--- config.mk ---
export PLATFORM = sky130hd
export DESIGN_NAME = wf_bram256x16_arb
export DESIGN_NICKNAME = d
export VERILOG_FILES = /design/src/rtl/wf_bram256x16_arb.sv
export SDC_FILE = /design/constraint.sdc
export NUM_CORES = 1
export LEC_CHECK = 0
export ABC_AREA = 1
export CAP_MARGIN = 20
export CORE_ASPECT_RATIO = 1.5
export CORE_MARGIN = 3
export CORE_UTILIZATION = 31
export CTS_BUF_LIST = sky130_fd_sc_hd__clkbuf_8
export DETAILED_ROUTE_END_ITERATION = 8
export PLACE_DENSITY = 0.81
export SETUP_SLACK_MARGIN = 0.02
export SYNTH_ARGS = -nofsm -noshare
export SYNTH_HDL_FRONTEND = slang
export SYNTH_SLANG_ARGS = --single-unit
export TNS_END_PERCENT = 20
--- constraint.sdc ---
create_clock -name clk -period 2.4 [get_ports clk]
set_clock_uncertainty 0.15 [all_clocks]
set_input_delay 0.24 -clock clk [delete_from_list [all_inputs] [get_ports clk]]
set_output_delay 0.24 -clock clk [all_outputs]
set_load 0.01 [all_outputs]
--- src/rtl/wf_bram256x16_arb.sv ---
// Two-requester arbiter in front of a 256x16 simple dual-port BRAM.
// Write and read ports arbitrate independently; same-address reads defer.
module wf_bram256x16_arb #(
  parameter bit RR_EN = 1'b1,
  parameter int AW    = 8,
  parameter int DW    = 16
) (
  input  logic          clk,
  input  logic          reset,
  input  logic          a_req,
  input  logic          a_we,
  input  logic [AW-1:0] a_addr,
  input  logic [DW-1:0] a_wdata,
  output logic          a_gnt,
  output logic          a_rvalid,
  output logic [DW-1:0] a_rdata,
  input  logic          b_req,
  input  logic          b_we,
  input  logic [AW-1:0] b_addr,
  input  logic [DW-1:0] b_wdata,
  output logic          b_gnt,
  output logic          b_rvalid,
  output logic [DW-1:0] b_rdata,
  output logic          ram_wen,
  output logic [AW-1:0] ram_waddr,
  output logic [DW-1:0] ram_wdata,
  output logic          ram_ren,
  output logic [AW-1:0] ram_raddr,
  input  logic [DW-1:0] ram_rdata
);

  // Pointers and owner: 0 selects A, 1 selects B.
  logic wptr_q, wptr_d;
  logic rptr_q, rptr_d;
  logic rd_pend_q, rd_pend_d;
  logic owner_q, owner_d;

  logic a_wc, b_wc, a_rc, b_rc;
  logic w_a, w_b, r_a, r_b;
  logic w_any, r_any, hazard, r_ok;
  logic [AW-1:0] w_addr, r_addr;
  logic [DW-1:0] w_data;

  always_comb begin
    a_wc = a_req & a_we;
    b_wc = b_req & b_we;
    a_rc = a_req & ~a_we;
    b_rc = b_req & ~b_we;

    w_a = a_wc & (~b_wc | !RR_EN | ~wptr_q);
    w_b = b_wc & ~w_a;
    r_a = a_rc & (~b_rc | !RR_EN | ~rptr_q);
    r_b = b_rc & ~r_a;

    w_any  = w_a | w_b;
    r_any  = r_a | r_b;
    w_addr = w_a ? a_addr : (w_b ? b_addr : '0);
    w_data = w_a ? a_wdata : (w_b ? b_wdata : '0);
    r_addr = r_a ? a_addr : (r_b ? b_addr : '0);

    // A read colliding with the granted write waits a cycle.
    hazard = w_any & r_any & (w_addr == r_addr);
    r_ok   = r_any & ~hazard & ~reset;

    a_gnt = ~reset & (w_a | (r_a & ~hazard));
    b_gnt = ~reset & (w_b | (r_b & ~hazard));

    ram_wen   = w_any & ~reset;
    ram_waddr = ram_wen ? w_addr : '0;
    ram_wdata = ram_wen ? w_data : '0;
    ram_ren   = r_ok;
    ram_raddr = r_ok ? r_addr : '0;

    wptr_d = wptr_q;
    if (RR_EN && a_wc && b_wc) wptr_d = w_a;
    rptr_d = rptr_q;
    if (RR_EN && a_rc && b_rc && r_ok) rptr_d = r_a;

    rd_pend_d = r_ok;
    owner_d   = r_ok ? r_b : owner_q;
  end

  always_ff @(posedge clk) begin
    if (reset) begin
      wptr_q    <= 1'b0;
      rptr_q    <= 1'b0;
      rd_pend_q <= 1'b0;
      owner_q   <= 1'b0;
    end else begin
      wptr_q    <= wptr_d;
      rptr_q    <= rptr_d;
      rd_pend_q <= rd_pend_d;
      owner_q   <= owner_d;
    end
  end

  // Returned data is suppressed while reset is held.
  always_comb begin
    a_rvalid = rd_pend_q & ~owner_q & ~reset;
    b_rvalid = rd_pend_q & owner_q & ~reset;
    a_rdata  = a_rvalid ? ram_rdata : '0;
    b_rdata  = b_rvalid ? ram_rdata : '0;
  end

endmodule
==> flow_summary.ini, run 1 <==
[outcome]
failed_checks = negative setup slack
status = finished with violations

[sta]
min_period_ps = 2410
hold_viol_final = 0
slew-limit-headroom_pct = 50.1
fmax_ghz = 0.414
fin_ws_ps = -13.6
slew_violations = 0
worstMarginPinSlew_ps = 749
hold_slack_ps = 363
setup-tns-final_ps = -39.8
fin_crit_sh_pct = 101
rsz0062_at_grt = yes
report.final.setup_viol = 5

[placed_design]
hpwl_mm = 5.20
port_buffers = 139
gp_congestion = 0.956
postPlaceCellArea_sq_um = 3190
place_ws_ps = -562

[logic_synthesis]
yosys-top-cells-area = nand2_1 26%, nor2_1 14%, inv_1 12%
synth_area_per_cell_sq_um = 4.76
yosysWarningCount = 0
netlist_area_sq_um = 1470
syn_nets = 378
synth_cell_types = 24
netlist_instances = 308
ys_ff_latch = 4
yosysSeqAreaShare_pct = 5.47
yosysTopAreaCell = nand2_1
netlist.area_leader.share_pct = 26.1

[critical_path]
start_kind = register
crit_fanout = 6
worstSetupPathType = reg2out
arrival_ps = 2020
required_ps = 2010
cp-end-kind = output port

[clock_network]
cts_buffers = 3
clk_pin_slew_ps = 30
cts-root-buf = clkbuf_8
clock_sinks = 4
clock_latency_ps = 220
hold_buffers = 0
ctsHtreeMaxLevel = 1
tritoncts = done
clk_path_buf_depth = 2

[drt]
drc = 0
wl_per_cell_um = 13.2
drtIter0Drc = 165
finalWirelength_mm = 7.50
dr.pass1.iters = 4
antenna_left = 0
num_vias = 2691
via_per_inst = 4.75

[grt]
antenna_found_initial = 0
grt_pass1_vias = 2523
gr-total-overflow = 0
grt_pass1_wl_mm = 11.1
grt_max_degree = 21
grt_usage_pct = 23.6

[floorplanning]
ios = 140
dieArea_sq_um = 5600
core_sq_um = 4540
row_count = 30
start_util_pct = 32.3
die_x_um = 62.1
die_y_um = 90.2

[power]
power_density_nw_per_um2 = 214
finalPower_w = 0.000754
leakage_nw = 1.73
vdd_ir_drop_max_mv = 0.281

[worst_hold_path]
hold_path.class = reg2reg

[cells_and_area]
area_delta_synth_final_pct = 141
diodes = 0
final_cell_mix = 107 x clkdlybuf4s50_1, 94 x nand2_1, 56 x buf_4
drive_gt1_share_pct = 29.2
fin_nets = 575
final_area_sq_um = 3530
mostFrequentLayoutCell = clkdlybuf4s50_1

[job]
cap_violations = 0
==> logic make-up after synthesis <==
family | share of synthesized area [%]
AND/OR/NAND/NOR | 60.1
buffers and inverters | 20.5
flip-flops | 5.47
AO/OA/AOI/OAI | 13.9
==> synth_stat cells, drive strengths merged <==
master	instances
nand2	114
nor2	59
inv	49
nand3	24
a21oi	21
o21ai	19
buf	9
clkbuf	5
dfxtp	4
nor3	2
clkinv	1
nand4	1
==> critical path: stages (launching register included) <==
cell	delay (ps)
dfxtp_2	320
nand3_4	90
nand2_8	80
buf_8	140
buf_6	120
o21ai_4	180
nand3_2	100
nand2_2	110
nor2_4	50
nand3_4	160
nand2_8	90
buf_6	160
nor2_2	60
buf_2	130
==> area by class of cell <==
type / count / area [sq um]
clock buffers: 3 / 41.3
fillers: 329 / 1010
inverters: 50 / 200
multi-input cells: 241 / 1250
flip-flops and latches: 4 / 82.6
well taps: 64 / 80.1
repair buffers: 205 / 1870
==> flip-flops by register name, indices dropped and copies added (netlist names) <==
| name | count |
|---|---|
| owner_q | 1 |
| rd_pend_q | 1 |
| rptr_q | 1 |
| wptr_q | 1 |
==> path summary, 6_finish.rpt <==
check / startpoint / cells after the start / slack [ps] / to
setup / recovery: wptr_q$_SDFFE_PP0P_ / 13 / -10 / ram_raddr[1]
hold / removal: wptr_q$_SDFFE_PP0P_ / 2 / 360 / wptr_q$_SDFFE_PP0P_
setup reg to reg: wptr_q$_SDFFE_PP0P_ / 15 / 110 / owner_q$_SDFFE_PP0P_
hold reg to reg: wptr_q$_SDFFE_PP0P_ / 2 / 360 / wptr_q$_SDFFE_PP0P_
==> where the power goes <==
part	leakage (nW)	switching [W]	internal (W)
logic	1.68	0.000252	0.000285
clock network	0.0216	0.0000369	0.000107
registers	0.0337	0.00000203	0.0000702
==> layer usage <==
metal,global-route usage (%),vias to the layer above,wire [um]
li1,-,1331,-
met2,47.7,160,4130
met5,0,-,0
met1,23.9,1184,2610
met3,4.25,16,583
met4,6.64,0,167
==> through the flow <==
step,util (%),instances
global route,77.7,567
CTS,73.4,560
floorplan,-,308
global placement,70.1,543
detailed placement,70.1,543
finish,77.7,567
==> timing repair <==
item                                    in CTS  in global routing
pin swaps                                    9                 29
setup buffers                               13                  7
endpoints found under the setup margin      68                 59
gates resized for setup                     92                 55
gates cloned                                 1                  0
(Power assumes the default switching activity.)
==> run 2: changes to the inputs <==
--- a/config.mk
+++ b/config.mk
@@ -5,14 +5,13 @@
 export SDC_FILE = /design/constraint.sdc
 export NUM_CORES = 1
 export LEC_CHECK = 0
-export ABC_AREA = 1
 export CAP_MARGIN = 20
 export CORE_ASPECT_RATIO = 1.5
 export CORE_MARGIN = 3
 export CORE_UTILIZATION = 31
-export CTS_BUF_LIST = sky130_fd_sc_hd__clkbuf_8
+export CTS_BUF_LIST = sky130_fd_sc_hd__clkbuf_16
 export DETAILED_ROUTE_END_ITERATION = 8
-export PLACE_DENSITY = 0.81
+export PLACE_DENSITY = 0.8
 export SETUP_SLACK_MARGIN = 0.02
 export SYNTH_ARGS = -nofsm -noshare
 export SYNTH_HDL_FRONTEND = slang
==> flow_summary.ini, run 2 <==
[outcome]
status = finished with violations
failed_checks = negative setup slack

[cells_and_area]
fill_cells = 362
diodes = 0
fin_nets = 538
final_cell_mix = 88 x clkdlybuf4s50_1, 76 x buf_4, 36 x nand2_1
drive_gt1_share_pct = 28.5
mostFrequentLayoutCell = clkdlybuf4s50_1
area_delta_synth_final_pct = 143

[drt]
antenna_left = 0
finalWirelength_mm = 8.58
drc = 0
drtIter0Drc = 140
num_vias = 2827
wl_per_cell_um = 16.2
dr.pass1.iters = 7
via_per_inst = 5.33

[logic_synthesis]
ys_ff_latch = 4
async_flop_share_pct = 0
yosysWarningCount = 0
yosysTopAreaCell = and2_1
netlist_top_cells_count = 38 x nand2_1, 34 x and2_1, 31 x a21oi_1
yosys_most_used_dff = dfxtp_1
yosys-top-cells-area = and2_1 14%, a21oi_1 10%, nand2_1 9.5%
yosysMostFrequentCell = nand2_1
netlist.area_leader.share_pct = 14.2
yosysSeqAreaShare_pct = 5.33
syn_nets = 329
synth_cell_types = 43
synth_area_per_cell_sq_um = 5.80
synth-edff-count = 0
netlist_area_sq_um = 1500
netlist_instances = 259

[critical_path]
arrival_ps = 2310
rrSetupSlack_ps = -240
cp_slowest_cell = or4_4
cp.depth = 12
cp_cell_sequence = buf_2 > buf_6 > buf_4 > nand3b_1 > o211ai_1 > a31oi_2 > o311ai_2 > or4_4 > nand2_8 > buf_6 > nor2_1 > buf_2
cp_num_buf_inv = 5
max_stage_delay_ps = 620
crit_fanout = 6
worstSetupPathType = in2out
r2r_cells = 15
cp_top_family = simple AND/OR/NAND/NOR gates
cp-end-kind = output port
required_ps = 2010
start_kind = input pin

[clock_network]
ctsHtreeMaxLevel = 1
cts_buffers = 3
cts-root-buf = clkbuf_16
clock_latency_ps = 230
clock_sinks = 4
clk_pin_slew_ps = 30
tritoncts = done
clk_path_buf_depth = 2

[power]
p_switching_w = 0.000289
vdd_ir_drop_max_mv = 0.178
pwr-share-clk_pct = 30.8
p_seq_share_pct = 8.4
internal_power_w = 0.000574
power_density_nw_per_um2 = 237
finalPower_w = 0.000863
p_comb_share_pct = 60.8
leakage_nw = 1.67
swShare_pct = 33.5

[placed_design]
gp_congestion = 0.991
hpwl_mm = 6.49
place_ws_ps = -920
port_buffers = 139

[grt]
gr-total-overflow = 0
grt_max_degree = 26
antenna_found_initial = 0
grt_usage_pct = 28.8
grt_pass1_vias = 2838
grt_pass1_wl_mm = 13.5

[sta]
slew_violations = 0
fin_ws_ps = -302
min_period_ps = 2700
fin_crit_sh_pct = 113
hold_viol_final = 0
rsz0062_at_grt = yes
report.final.setup_viol = 12
worstMarginPinSlew_ps = 391
slew-limit-headroom_pct = 73.8
fmax_ghz = 0.370

[floorplanning]
core_sq_um = 4620
row_count = 30
start_util_pct = 32.5
die_x_um = 62.8
die_y_um = 91.3
dieArea_sq_um = 5740
ios = 140

[worst_hold_path]
hold_path.class = in2reg
min_path_cells = 2

[job]
cap_violations = 0
-- run 2: worst paths after layout --
kind | start | end
min reg2reg | owner_q$_SDFFE_PP0P_ | owner_q$_SDFFE_PP0P_
max reg2reg | rptr_q$_SDFFE_PP0P_ | owner_q$_SDFFE_PP0P_
min | reset | wptr_q$_SDFFE_PP0P_
max | b_we | ram_raddr[3]
-- run 2: per-stage QoR --
stage	TNS [ps]	area, sq um	instances	hold WS [ps]	utilization, %
finish	-2940	3650	530	239	79.1
global route	-3700	3650	530	291	79.1
CTS	-2700	3600	529	366	77.9
detailed placement	-21660	3410	511	375	73.8
global placement	-20500	3410	511	340	73.8
floorplan	0	1500	259	328	-
-- run 2: logic make-up after synthesis --
logic type	count (synthesis)	synth area share (%)
buffers and inverters	30	9.49
and+or+nand+nor	148	51.8
DFF	4	5.33
AOI/OAI and AO/OA	76	32.8
xor gates and xnor gates	1	0.583
-- run 2: final cells by class --
class                   instances  area [sq um]  share of cell area [%]
clock buffers                   3          75.1                    2.06
flip-flops and latches          4          85.1                    2.33
inverters                      11          41.3                    1.13
well taps                      64          80.1                    2.19
repair buffers                223          1970                    54.0
multi-input cells             225          1400                    38.3
-- run 2: power groups by stage --
stage | Sequential (W) | Clock (W) | Combinational [W]
after floorplan | 0.0000728 | 0 | 0.000172
after CTS | 0.0000732 | 0.000266 | 0.000508
after global routing | 0.0000729 | 0.000269 | 0.000562
after global placement | 0.0000738 | 0 | 0.000481
after detailed placement | 0.0000740 | 0 | 0.000486
final | 0.0000726 | 0.000266 | 0.000525
-- run 2: layer usage --
metal	global-route usage, %	part of all wire, %
met1	29.7	35
met2	54.6	52
met3	5.94	8.2
met4	12.5	4.5
met5	0	0
-- run 2: what timing repair did --
| action | 4_1_cts | 5_1_grt |
|---|---|---|
| hold buffers | 0 | 0 |
| resized for setup | 122 | 13 |
| setup buffers | 14 | 1 |
| pin swaps | 16 | 4 |
| endpoints found under the setup margin | 54 | 48 |
| gates cloned | 1 | 0 |
